===== src/rtl/button_mode_ctrl.sv =====
// Push-button front end: two-flop synchroniser, four-state debounce FSM, 2-bit mode counter
// and a free-running step divider that realigns to every accepted press.
module button_mode_ctrl #(
    parameter int DEBOUNCE_CYCLES = 1_000_000,
    parameter int STEP_DIV        = 50_000_000
) (
    input  logic       clk,
    input  logic       rst,
    input  logic       button,
    output logic       btn_stable,
    output logic       press,
    output logic [1:0] C,
    output logic       step_en
);

    localparam int CW = (DEBOUNCE_CYCLES > 1) ? $clog2(DEBOUNCE_CYCLES) : 1;
    localparam int DW = $clog2(STEP_DIV);
    localparam logic [CW-1:0] CNT_LAST = CW'(DEBOUNCE_CYCLES - 1);
    localparam logic [DW-1:0] DIV_LAST = DW'(STEP_DIV - 1);

    typedef enum logic [1:0] {
        S_LOW      = 2'd0,
        S_RISE_CHK = 2'd1,
        S_HIGH     = 2'd2,
        S_FALL_CHK = 2'd3
    } state_t;

    state_t         state;
    state_t         state_next;
    logic [CW-1:0]  cnt;
    logic [CW-1:0]  cnt_next;
    logic           press_next;
    logic           s1;
    logic           s2;
    logic [DW-1:0]  div_cnt;

    always_ff @(posedge clk or posedge rst) begin
        if (rst) begin
            s1 <= 1'b0;
            s2 <= 1'b0;
        end else begin
            s1 <= button;
            s2 <= s1;
        end
    end

    always_comb begin
        state_next = state;
        cnt_next   = cnt;
        press_next = 1'b0;
        case (state)
            S_LOW: begin
                if (s2) begin
                    state_next = S_RISE_CHK;
                    cnt_next   = '0;
                end
            end
            S_RISE_CHK: begin
                if (!s2) begin
                    state_next = S_LOW;
                    cnt_next   = '0;
                end else if (cnt == CNT_LAST) begin
                    state_next = S_HIGH;
                    press_next = 1'b1;
                end else begin
                    cnt_next = cnt + CW'(1);
                end
            end
            S_HIGH: begin
                if (!s2) begin
                    state_next = S_FALL_CHK;
                    cnt_next   = '0;
                end
            end
            S_FALL_CHK: begin
                if (s2) begin
                    state_next = S_HIGH;
                end else if (cnt == CNT_LAST) begin
                    state_next = S_LOW;
                end else begin
                    cnt_next = cnt + CW'(1);
                end
            end
            default: begin
                state_next = S_LOW;
                cnt_next   = '0;
            end
        endcase
    end

    // btn_stable is registered from the next state so it moves on the same edge as press
    always_ff @(posedge clk or posedge rst) begin
        if (rst) begin
            state      <= S_LOW;
            cnt        <= '0;
            press      <= 1'b0;
            btn_stable <= 1'b0;
            C          <= 2'd0;
        end else begin
            state      <= state_next;
            cnt        <= cnt_next;
            press      <= press_next;
            btn_stable <= (state_next == S_HIGH) || (state_next == S_FALL_CHK);
            if (press_next) begin
                C <= C + 2'd1;
            end
        end
    end

    // A press restarts the step period, so the first tick after a mode change is a full period away
    always_ff @(posedge clk or posedge rst) begin
        if (rst) begin
            div_cnt <= '0;
            step_en <= 1'b0;
        end else if (press_next) begin
            div_cnt <= '0;
            step_en <= 1'b0;
        end else if (div_cnt == DIV_LAST) begin
            div_cnt <= '0;
            step_en <= 1'b1;
        end else begin
            div_cnt <= div_cnt + DW'(1);
            step_en <= 1'b0;
        end
    end

endmodule


===== config.mk =====
export PLATFORM = sky130hd
export DESIGN_NAME = button_mode_ctrl
export DESIGN_NICKNAME = d
export VERILOG_FILES = /design/src/rtl/button_mode_ctrl.sv
export SDC_FILE = /design/constraint.sdc
export NUM_CORES = 1
export LEC_CHECK = 0
export CAP_MARGIN = 40
export CORE_ASPECT_RATIO = 0.7
export CORE_UTILIZATION = 60
export CTS_CLUSTER_DIAMETER = 100
export DETAILED_ROUTE_END_ITERATION = 6
export PLACE_DENSITY = 0.89
export SYNTH_ARGS = -nofsm -noshare
export SYNTH_HDL_FRONTEND = slang
export SYNTH_SLANG_ARGS = --single-unit

===== constraint.sdc =====
create_clock -name clk -period 2.41 [get_ports clk]
set_clock_uncertainty 0.15 [all_clocks]
set_input_delay 0.241 -clock clk [delete_from_list [all_inputs] [get_ports clk]]
set_output_delay 0.241 -clock clk [all_outputs]
set_load 0.005 [all_outputs]

==> results.cfg <==
[global_routing]
grt_pass1_wl_um = 9270
grt_max_degree = 26
grt_pass1_vias = 1998
antenna_found_initial = 0
grt.overflow.total = 0
grt_usage_pct = 23.9

[finish]
multi_input_area_um2 = 1340
seq_area_um2 = 1380
synthToLayoutAreaGrowth_pct = 9.53
drive_above_1_share_pct = 8.75
num_antenna_cells = 0
instances_no_fill = 352
fillCellCount = 317
nets = 301
fin_area_um2 = 3060

[timing]
setup_viol = 0
grt_setup_unrepaired = no
relSlewSlack_pct = 53.8
setup_tns_ps = 0
max_slew.worst_pin.slew_ps = 687
final-max-slew-violation-count = 0
fmax_mhz = 443
hold_viol = 0
period_needed_ps = 2260
fin_crit_sh_pct = 93.6

[clock_tree]
cts-resized-gates = 0
cts-hold-fix-buffers = 0
cts_tree = built
post_cts_buffers = 0
cts_sinks = 55
htree_num_levels = 2
cts_buffers = 5
path_clk_slew_ps = 110
insertion_delay_ps = 310
root_buffer = clkbuf_8
clock_path_buffers = 2

[placement]
dp.cells = 344
place_congestion = 0.858
port-buffer-count = 7
dp_hpwl_um = 4020
place_area_um2 = 2950

[route]
wl_um = 5590
vias = 2180
drc = 0
viasPerCell = 6.19
antenna_left = 0
first_pass_iters = 5
wl_per_cell_um = 15.9
drt_iter0_markers = 184

[yosys]
synth_cells = 283
synthFlopType = dfrtp_1
synthesis.nets = 288
netlist-cell-type-count = 42
yosysWarnings = 0
netlist_area_um2 = 2800
syn_avg_cell_area_um2 = 9.88
synth-seq-area-share_pct = 49.2
synth_edf_count = 0
ys_seq_elements = 55
async_reset_ff_share_pct = 100

[floorplan]
io_pins = 8
die_area_um2 = 4940
coreArea_um2 = 4400
fp-row-count = 20
fp.dieH_um = 59.1
die_w_um = 83.6
start_util_pct = 63.5

[worst_setup_path]
critPathRequiredTime_ps = 2510
criticalPathCategory = reg -> reg
path_max_fanout = 15
arrival_ps = 2360
cp-start-kind = flip-flop
endpoint_kind = flip-flop

[pwr]
p_per_area_nw_per_um2 = 528
intPower_mw = 1.26
power.leakage_nw = 1.36
seqPwrFrac_pct = 58.0
peakVddDrop_mv = 0.348
combPwrFrac_pct = 4.1
p_switching_mw = 0.353
pwr-share-clk_pct = 37.9
netSwitchingFraction_pct = 21.8

[job]
drv_cap = 0

[run_status]
status = complete, no violations

[min_path]
holdCritPathClass = in -> async
==> stage by stage <==
step           util, %  total power, mW  setup WS, ps  hold WS [ps]
2_1_floorplan        -            0.997           332           122
3_3_place_gp      67.0             1.02           266           184
3_5_place_dp      67.0             1.02           237           196
4_1_cts           69.5             1.63           228           139
5_1_grt           69.5             1.67          68.0           173
6_report          69.5             1.62           154           121
==> worst paths after layout <==
kind                       startpoint     endpoint  slack [ps]  cells past startpoint
max reg2reg                        s2       cnt[3]         150                      6
max in group asynchronous         rst  div_cnt[23]        1370                      3
min in group clk                   s1           s2         220                      0
min                               rst       cnt[1]         120                      2
min reg2reg                        s1           s2         220                      0
max                                s2       cnt[3]         150                      6
==> synthesized netlist by cell type, types with 5 or more instances <==
cell type	number	area [um^2]
xor2_1	18	158
nand2b_1	5	31.3
nor3_1	6	30.0
a21oi_1	6	30.0
dfrtp_1	55	1380
xnor2_1	15	131
o21ai_0	5	25.0
nor2_1	41	154
clkbuf_1	5	18.8
inv_1	7	26.3
nand4_1	8	50.1
nand2_1	22	82.6
nor4_1	6	37.5
nand3_1	27	135
and3_1	9	56.3
==> cells in the final DEF, fill, tap and decap left out, types with 2 or more instances in the layout <==
cell              n
ha_1              2
o31ai_1           3
o311ai_0          2
mux2i_1           2
and4_1            3
nand3_1          27
nor3_1            6
xnor2_1          15
inv_1             6
nor2_1           41
o41ai_1           3
nor4_1            6
and2_1            3
nor4_2            3
clkbuf_8          5
nand2b_1          5
a31oi_1           3
and3_1            9
xor2_1           18
nand3b_1          2
or4b_1            3
nand4_1           8
o21ai_0           5
nand2_1          22
or3_1             2
mux2_2            2
a21oi_1           6
clkdlybuf4s50_1   7
buf_4             6
dfrtp_1          55
==> power groups by stage <==
stage | clock network [mW] | registers (mW) | logic [mW]
floorplan | 0 | 0.952 | 0.0442
global placement | 0 | 0.954 | 0.0639
detailed placement | 0 | 0.954 | 0.0674
CTS | 0.626 | 0.936 | 0.0675
global route | 0.654 | 0.938 | 0.0752
finish | 0.612 | 0.937 | 0.0668
==> kinds of logic after synthesis <==
family	count (synthesis)	synth area share, %
AND/OR/NAND/NOR	149	29.4
flip-flops	55	49.2
XOR/XNOR	33	10.3
AO/OA/AOI/OAI	25	5.91
buffers and inverters	15	2.69
multiplexers	4	1.52
adder cells (fa/ha/maj)	2	0.895
==> worst max-delay path, cell delays in order (launching register included) <==
cell,delay (ps)
dfrtp_1,470
or3_1,180
nand2_1,310
a21oi_1,380
buf_4,200
or4b_1,430
nand2_1,80
==> area by class of cell <==
class,count,share of cell area (%)
tap,55,2.25
clock inverter,2,1.27
multi-input combinational,213,43.9
clock buffer,6,2.37
timing repair buffer,14,4.41
inverter,7,0.858
sequential,55,45.0
==> layer usage <==
metal / wire length (um) / global-route usage (%) / up-vias
li1: - / - / 1029
met1: 2740 / 35.5 / 1054
met2: 2440 / 35.7 / 88
met3: 358 / 5.71 / 9
met4: 53 / 5.57 / 0
met5: 0 / 0 / -
==> sequential cells by signal, summed over array words and instances, names as in the netlist <==
register and flops:
div_cnt 26, cnt 20, C 2, state 2
btn_stable 1, press 1, s1 1, s2 1
step_en 1
Note: power is estimated with default switching activity, not from simulation.
